**config.mk**
```make
export PLATFORM = sky130hd
export DESIGN_NAME = decode_queue
export DESIGN_NICKNAME = d
export VERILOG_FILES = /design/src/rtl/decode_queue_pkg.sv /design/src/rtl/decode_queue_fifo.sv /design/src/rtl/decode_queue.sv
export SDC_FILE = /design/constraint.sdc
export NUM_CORES = 1
export LEC_CHECK = 0
export ABC_AREA = 1
export BUFFER_PORTS_ARGS = -buffer_cell sky130_fd_sc_hd__clkbuf_2
export CORE_ASPECT_RATIO = 0.9
export CORE_MARGIN = 5
export CORE_UTILIZATION = 60
export CTS_CLUSTER_DIAMETER = 50
export DETAILED_ROUTE_END_ITERATION = 8
export PLACE_DENSITY = 0.87
export SYNTH_ARGS = -nofsm -noshare
export SYNTH_HDL_FRONTEND = slang
export SYNTH_HIERARCHICAL = 1
export SYNTH_SLANG_ARGS = --single-unit
```
**constraint.sdc**
```tcl
create_clock -name clk -period 7.9 [get_ports clk]
set_input_delay 0.79 -clock clk [delete_from_list [all_inputs] [get_ports clk]]
set_output_delay 0.79 -clock clk [all_outputs]
set_load 0.01 [all_outputs]
```
**src/rtl/decode_queue_pkg.sv**
```systemverilog
// Shared opcode constants and the decoded control bundle for decode_queue.
package decode_queue_pkg;

    localparam logic [5:0] F6_RTYPE = 6'b000000;
    localparam logic [5:0] F6_J     = 6'b000010;
    localparam logic [5:0] F6_JAL   = 6'b000011;
    localparam logic [5:0] F6_BEQ   = 6'b000100;
    localparam logic [5:0] F6_BNE   = 6'b000101;
    localparam logic [5:0] F6_ADDI  = 6'b001000;
    localparam logic [5:0] F6_ADDIU = 6'b001001;
    localparam logic [5:0] F6_ANDI  = 6'b001100;
    localparam logic [5:0] F6_ORI   = 6'b001101;
    localparam logic [5:0] F6_LUI   = 6'b001111;
    localparam logic [5:0] F6_LW    = 6'b100011;
    localparam logic [5:0] F6_SW    = 6'b101011;

    typedef struct packed {
        logic       reg_write;
        logic       mem_to_reg;
        logic       mem_write;
        logic       alu_src;
        logic       reg_dst;
        logic       branch;
        logic       branch_ne;
        logic       jump;
        logic       link;
        logic [5:0] alu_op;
    } dec_ctrl_t;

endpackage

```
**src/rtl/decode_queue_fifo.sv**
```systemverilog
// Instruction queue for decode_queue: DEPTH entries, pointers with a wrap bit.
module decode_fifo #(
    parameter int WIDTH = 64,
    parameter int DEPTH = 4
) (
    input  logic             clk,
    input  logic             rst_n,
    input  logic             flush,
    input  logic             push,
    input  logic             pop,
    input  logic [WIDTH-1:0] wdata,
    output logic [WIDTH-1:0] rdata,
    output logic             full,
    output logic             empty
);

    localparam int AW = $clog2(DEPTH);

    logic [AW:0]      wptr;
    logic [AW:0]      rptr;
    logic [WIDTH-1:0] mem [DEPTH];

    always_ff @(posedge clk or negedge rst_n) begin
        if (!rst_n) begin
            wptr <= '0;
            rptr <= '0;
        end else if (flush) begin
            wptr <= '0;
            rptr <= '0;
        end else begin
            if (push && !full) wptr <= wptr + 1'b1;
            if (pop && !empty) rptr <= rptr + 1'b1;
        end
    end

    always_ff @(posedge clk) begin
        if (push && !full) mem[wptr[AW-1:0]] <= wdata;
    end

    assign rdata = mem[rptr[AW-1:0]];
    assign full  = (wptr[AW] != rptr[AW]) && (wptr[AW-1:0] == rptr[AW-1:0]);
    assign empty = (wptr == rptr);

endmodule

```
**src/rtl/decode_queue.sv**
```systemverilog
// MIPS decode stage: instruction queue, decoder, load-use interlock, output register.
// Optional DECODE_PERF_EN adds saturating perf_issued/perf_stall counters.
module decode_queue
    import decode_queue_pkg::*;
#(
    parameter int XLEN   = 32,
    parameter int DEPTH  = 4,
    parameter int PERF_W = 32
) (
    input  logic            clk,
    input  logic            rst_n,
    input  logic            flush,
    input  logic            in_valid,
    output logic            in_ready,
    input  logic [XLEN-1:0] in_pc_plus_4,
    input  logic [31:0]     in_instr,
    output logic [4:0]      rf_raddr1,
    output logic [4:0]      rf_raddr2,
    input  logic [XLEN-1:0] rf_rdata1,
    input  logic [XLEN-1:0] rf_rdata2,
    output logic            out_valid,
    input  logic            out_ready,
    output logic [XLEN-1:0] out_pc_plus_4,
    output logic [XLEN-1:0] out_rd1,
    output logic [XLEN-1:0] out_rd2,
    output logic [4:0]      out_rs,
    output logic [4:0]      out_rt,
    output logic [4:0]      out_dst,
    output logic [XLEN-1:0] out_imm32,
    output logic [25:0]     out_offset,
    output dec_ctrl_t       out_ctrl,
    output logic            out_illegal
`ifdef DECODE_PERF_EN
    ,
    output logic [PERF_W-1:0] perf_issued,
    output logic [PERF_W-1:0] perf_stall
`endif
);

    typedef struct packed {
        logic [XLEN-1:0] pc_plus_4;
        logic [XLEN-1:0] rd1;
        logic [XLEN-1:0] rd2;
        logic [4:0]      rs;
        logic [4:0]      rt;
        logic [4:0]      dst;
        logic [XLEN-1:0] imm32;
        logic [25:0]     offset;
        dec_ctrl_t       ctrl;
        logic            illegal;
    } out_reg_t;

    logic [XLEN+31:0] head_word;
    logic [XLEN-1:0]  head_pc;
    logic [31:0]      head_instr;
    logic             full;
    logic             empty;
    logic             push;
    logic             issue;
    logic             hazard;
    logic             rt_src;
    logic [5:0]       op;
    logic [15:0]      imm16;
    out_reg_t         out_d;
    out_reg_t         out_q;

    assign in_ready = !full;
    assign push     = in_valid && !full;

    decode_fifo #(
        .WIDTH(XLEN + 32),
        .DEPTH(DEPTH)
    ) u_fifo (
        .clk  (clk),
        .rst_n(rst_n),
        .flush(flush),
        .push (push),
        .pop  (issue),
        .wdata({in_pc_plus_4, in_instr}),
        .rdata(head_word),
        .full (full),
        .empty(empty)
    );

    assign head_pc    = head_word[XLEN+31:32];
    assign head_instr = head_word[31:0];
    assign op         = head_instr[31:26];
    assign imm16      = head_instr[15:0];
    assign rf_raddr1  = head_instr[25:21];
    assign rf_raddr2  = head_instr[20:16];

    always_comb begin
        out_d           = '0;
        rt_src          = 1'b0;
        out_d.pc_plus_4 = head_pc;
        out_d.rd1       = rf_rdata1;
        out_d.rd2       = rf_rdata2;
        out_d.rs        = head_instr[25:21];
        out_d.rt        = head_instr[20:16];
        out_d.dst       = head_instr[20:16];
        out_d.imm32     = XLEN'($signed(imm16));
        out_d.offset    = head_instr[25:0];
        out_d.ctrl.alu_op = op;
        case (op)
            F6_RTYPE: begin
                out_d.ctrl.reg_write = (head_instr != '0);
                out_d.ctrl.reg_dst   = 1'b1;
                out_d.ctrl.alu_op    = head_instr[5:0];
                out_d.dst            = head_instr[15:11];
                rt_src               = 1'b1;
            end
            F6_ADDI, F6_ADDIU: begin
                out_d.ctrl.alu_src   = 1'b1;
                out_d.ctrl.reg_write = 1'b1;
            end
            F6_ANDI, F6_ORI: begin
                out_d.ctrl.alu_src   = 1'b1;
                out_d.ctrl.reg_write = 1'b1;
                out_d.imm32          = XLEN'(imm16);
            end
            F6_LUI: begin
                out_d.ctrl.alu_src   = 1'b1;
                out_d.ctrl.reg_write = 1'b1;
                out_d.imm32          = XLEN'({imm16, 16'h0000});
            end
            F6_LW: begin
                out_d.ctrl.mem_to_reg = 1'b1;
                out_d.ctrl.reg_write  = 1'b1;
            end
            F6_SW: begin
                out_d.ctrl.mem_write = 1'b1;
                rt_src               = 1'b1;
            end
            F6_BEQ: begin
                out_d.ctrl.branch = 1'b1;
                rt_src            = 1'b1;
            end
            F6_BNE: begin
                out_d.ctrl.branch_ne = 1'b1;
                rt_src               = 1'b1;
            end
            F6_J: begin
                out_d.ctrl.jump = 1'b1;
            end
            F6_JAL: begin
                out_d.ctrl.jump      = 1'b1;
                out_d.ctrl.link      = 1'b1;
                out_d.ctrl.reg_write = 1'b1;
                out_d.dst            = 5'd31;
            end
            default: begin
                out_d.ctrl    = '0;
                out_d.illegal = 1'b1;
            end
        endcase
    end

    // A load waiting in the output register blocks a dependent head; the cycle it
    // drains leaves out_valid low, which is the single bubble.
    assign hazard = out_valid && out_q.ctrl.mem_to_reg && (out_q.dst != '0) &&
                    ((out_q.dst == out_d.rs) || (rt_src && (out_q.dst == out_d.rt)));
    assign issue  = !empty && !hazard && (!out_valid || out_ready);

    always_ff @(posedge clk or negedge rst_n) begin
        if (!rst_n) begin
            out_valid <= 1'b0;
            out_q     <= '0;
        end else if (flush) begin
            out_valid <= 1'b0;
            out_q     <= '0;
        end else if (issue) begin
            out_valid <= 1'b1;
            out_q     <= out_d;
        end else if (out_ready) begin
            out_valid <= 1'b0;
        end
    end

    assign out_pc_plus_4 = out_q.pc_plus_4;
    assign out_rd1       = out_q.rd1;
    assign out_rd2       = out_q.rd2;
    assign out_rs        = out_q.rs;
    assign out_rt        = out_q.rt;
    assign out_dst       = out_q.dst;
    assign out_imm32     = out_q.imm32;
    assign out_offset    = out_q.offset;
    assign out_ctrl      = out_q.ctrl;
    assign out_illegal   = out_q.illegal;

`ifdef DECODE_PERF_EN
    always_ff @(posedge clk or negedge rst_n) begin
        if (!rst_n) begin
            perf_issued <= '0;
            perf_stall  <= '0;
        end else if (flush) begin
            perf_issued <= '0;
            perf_stall  <= '0;
        end else begin
            if (issue && (perf_issued != '1)) perf_issued <= perf_issued + 1'b1;
            if (!empty && hazard && (perf_stall != '1)) perf_stall <= perf_stall + 1'b1;
        end
    end
`else
    logic [31:0] perf_w_unused;
    assign perf_w_unused = PERF_W;
`endif

endmodule

```
==> impl_metrics.py <==
metrics = {
    "critical_path": {
        "r2r_setup_slack_ns": 2.57,
        "startpoint": "u_fifo/rptr[0]",
        "worstPathCellList": "inv_4, buf_4, nor2_1, o22ai_1, nand2_1, inv_2, nand3_1, nand2_1, inv_2, nand2_1, nand2_1, nand2_1, nand2_1, nand3_4, buf_4, buf_4, nand3_1, nand2_1",
        "critPathBufInv": 6,
        "path_delay_family": "buffers and inverters",
        "critical-path-max-stage-delay_ns": 0.73,
        "reg2regPathDepth": 18,
        "cp_slowest_cell": "inv_4",
        "regToRegStartpoint": "u_fifo/rptr[0]",
        "endpoint_kind": "flip-flop",
        "cp_max_fo": 95,
        "cpMostUsedCell": "nand2_1",
        "cp.arrival_ns": 5.81,
        "start_kind": "flip-flop",
        "r2r-end": "out_rs[3]",
        "cp.required_ns": 8.38,
        "critical_path_class": "reg -> reg",
    },
    "yosys": {
        "synthesis.area_um2": 18900,
        "ys_ff_latch": 438,
        "synth_area_leaders": "edfxtp_1 (41%), dfrtp_1 (24%), nand2_1 (8.1%)",
        "synth_largest_area_cell": "edfxtp_1",
        "netlist-cell-type-count": 32,
        "yosys_warnings": 6,
        "syn_inst": 1902,
        "postSynthAreaPerCell_um2": 9.92,
        "synthArstFlopShare_pct": 41.6,
        "synth.top_cell.area_share_pct": 40.8,
        "synth_ff_type": "edfxtp_1",
        "syn_nets": 2040,
        "synth-edff-count": 256,
        "synth_seq_area_share_pct": 64.9,
    },
    "drt": {
        "route.detailed.drc": 0,
        "final_antenna_net_count": 0,
        "wire_per_inst_um": 19.6,
        "num_vias": 14900,
        "vias_per_cell": 5.72,
        "wl_um": 51100,
        "drtIter0Drc": 1472,
        "dr.pass1.iters": 6,
    },
    "hold_path": {
        "holdCritPathClass": "in -> async",
    },
    "cts": {
        "post_cts.repair.setup_buffers": 0,
        "clockBufferDepth": 3,
        "clkTransAtPathRegs_ns": 0.07,
        "ctsHoldBuffers": 0,
        "numCtsBuffers": 45,
        "cts_htree_levels": 2,
        "cts_tree": "yes",
        "clkLatencyLatePin_ns": 0.55,
        "cts_resized": 0,
        "cts.sinks": 438,
        "root_buffer": "clkbuf_16",
    },
    "power": {
        "worst_ir_drop_vdd_mv": 0.198,
        "p_leak_uw": 0.0105,
        "p_per_area_nw_per_um2": 317,
    },
    "outcome": {
        "outcome": "completed",
    },
    "floorplan": {
        "die_y_um": 178,
        "die_area_um2": 35100,
        "io_pins": 330,
        "core_um2": 31000,
        "num_rows": 61,
        "initial_core_util_pct": 60.9,
        "die_x_um": 197,
    },
    "sta": {
        "finalHoldViolCount": 0,
        "fmax_mhz": 188,
        "skew_ns": 0.0280,
        "min_period_ns": 5.33,
        "period_share_pct": 67.4,
        "rsz0062_at_grt": "no",
        "tightest_slew_ns": 1.12,
        "slew_headroom_pct": 25.3,
        "setup_viol": 0,
        "setup_tns_ns": 0,
        "slew_viol_final": 0,
    },
    "cells_and_area": {
        "area_growth_pct": 16.8,
        "final_nets": 2295,
        "drive_gt1_share_pct": 20.2,
        "num-fill-cells": 2240,
        "final_cells": 2605,
    },
    "global_routing": {
        "grt_max_degree": 160,
        "grt_pass1_vias": 14100,
        "globalRouteOverflowTotal": 0,
        "antenna_found_initial": 10,
        "grt_use_total_pct": 28.2,
        "grt_pass1_wl_um": 78300,
    },
    "placement": {
        "dp_cells": 2519,
        "routabilityCongestion": 0.879,
        "hpwl_um": 31900,
        "io_buffer_count": 329,
    },
    "flow_run": {
        "max_cap_violations": 0,
    },
}
[cell usage in the layout (no fill, tap or decap), types with 9 or more instances in the layout]
master	count
nand2_1	406
clkbuf_2	327
nor2_1	288
edfxtp_1	256
nand3_1	194
dfrtp_1	180
inv_1	152
o21ai_0	88
o22ai_1	64
o21ai_1	55
clkbuf_16	45
a211oi_1	17
nand4_1	14
buf_4	13
clkbuf_8	11
a21oi_1	9
[where the power goes]
part | switching, uW | internal [uW]
combinational | 1260 | 537
sequential | 212 | 2740
clock | 889 | 1350
total | 2360 | 4620
[cell usage after synthesis (2+ instances only)]
| cell type | n |
|---|---|
| buf_2 | 20 |
| nand3_1 | 194 |
| edfxtp_1 | 256 |
| clkbuf_1 | 68 |
| xnor2_1 | 2 |
| o22ai_1 | 64 |
| nor2_1 | 292 |
| a311oi_1 | 5 |
| ha_1 | 5 |
| o21ai_1 | 55 |
| nand3_2 | 4 |
| a21oi_1 | 9 |
| buf_4 | 29 |
| dfrtp_1 | 182 |
| nand2_1 | 406 |
| nand4_1 | 14 |
| nor3_1 | 5 |
| buf_6 | 15 |
| xor2_1 | 4 |
| a211oi_1 | 17 |
| o21ai_0 | 88 |
| inv_2 | 5 |
| inv_1 | 153 |
| nand2_4 | 2 |
[cell type report]
| type | instances | area [um2] | area share (%) |
|---|---|---|---|
| sequential | 438 | 12200 | 55.6 |
| multi-input combinational | 1171 | 5310 | 24.1 |
| timing repair buffer | 342 | 1760 | 7.99 |
| clock buffer | 61 | 1290 | 5.84 |
| inverter | 159 | 604 | 2.74 |
| tap | 409 | 512 | 2.32 |
| clock inverter | 22 | 304 | 1.38 |
| antenna | 3 | 7.51 | 0.0341 |
[per-layer routing]
| metal | share of wire (%) | wire (um) | global-route usage (%) | vias up |
|---|---|---|---|---|
| met2 | 47 | 24000 | 45.6 | 820 |
| met5 | 0.15 | 76 | 0 | - |
| li1 | - | - | - | 6839 |
| met4 | 3.1 | 1590 | 8.23 | 14 |
| met3 | 11 | 5550 | 7.16 | 132 |
| met1 | 39 | 19800 | 38.5 | 7086 |
[sequential cells by signal, indices dropped and copies added, names as in the netlist, 5 cells and up]
name,count
out_ctrl,15
u_fifo/mem,256
out_rd1,32
out_rs,5
out_offset,17
out_pc_plus_4,32
out_dst,5
out_rd2,32
out_imm32,32
[worst max-delay path by stage]
stage,endpoint,cells after the start
after global routing,out_offset[10],18
after global placement,out_rs[0],18
after detailed placement,out_offset[10],18
final,out_rs[3],18
after floorplan,u_fifo/mem[0][0],7
after CTS,out_offset[10],18
[cells by family (layout without fill, tap and decap cells)]
logic type | count (synthesis) | count (layout) | synth area share (%)
other | 0 | 3 | 0
xor gates and xnor gates | 7 | 7 | 0.365
adders and majority gates | 5 | 5 | 0.332
DFF | 438 | 438 | 64.9
buffers and inverters | 293 | 584 | 7.14
AOI/OAI and AO/OA | 239 | 239 | 7.10
and+or+nand+nor | 920 | 920 | 20.2
[through the flow]
stage | power (uW) | instance area (um2) | utilization (%) | hold WS, ns | setup slack [ns]
CTS | 7000 | 22000 | 71.1 | 0.383 | 2.64
finish | 6980 | 22000 | 71.1 | 0.344 | 2.57
global placement | 4700 | 20400 | 65.9 | 0.486 | 2.87
floorplan | 4140 | 18900 | - | 0.494 | 3.47
detailed placement | 4750 | 20400 | 65.9 | 0.493 | 2.70
global route | 7320 | 22000 | 71.1 | 0.416 | 2.13
(Power assumes the default switching activity.)
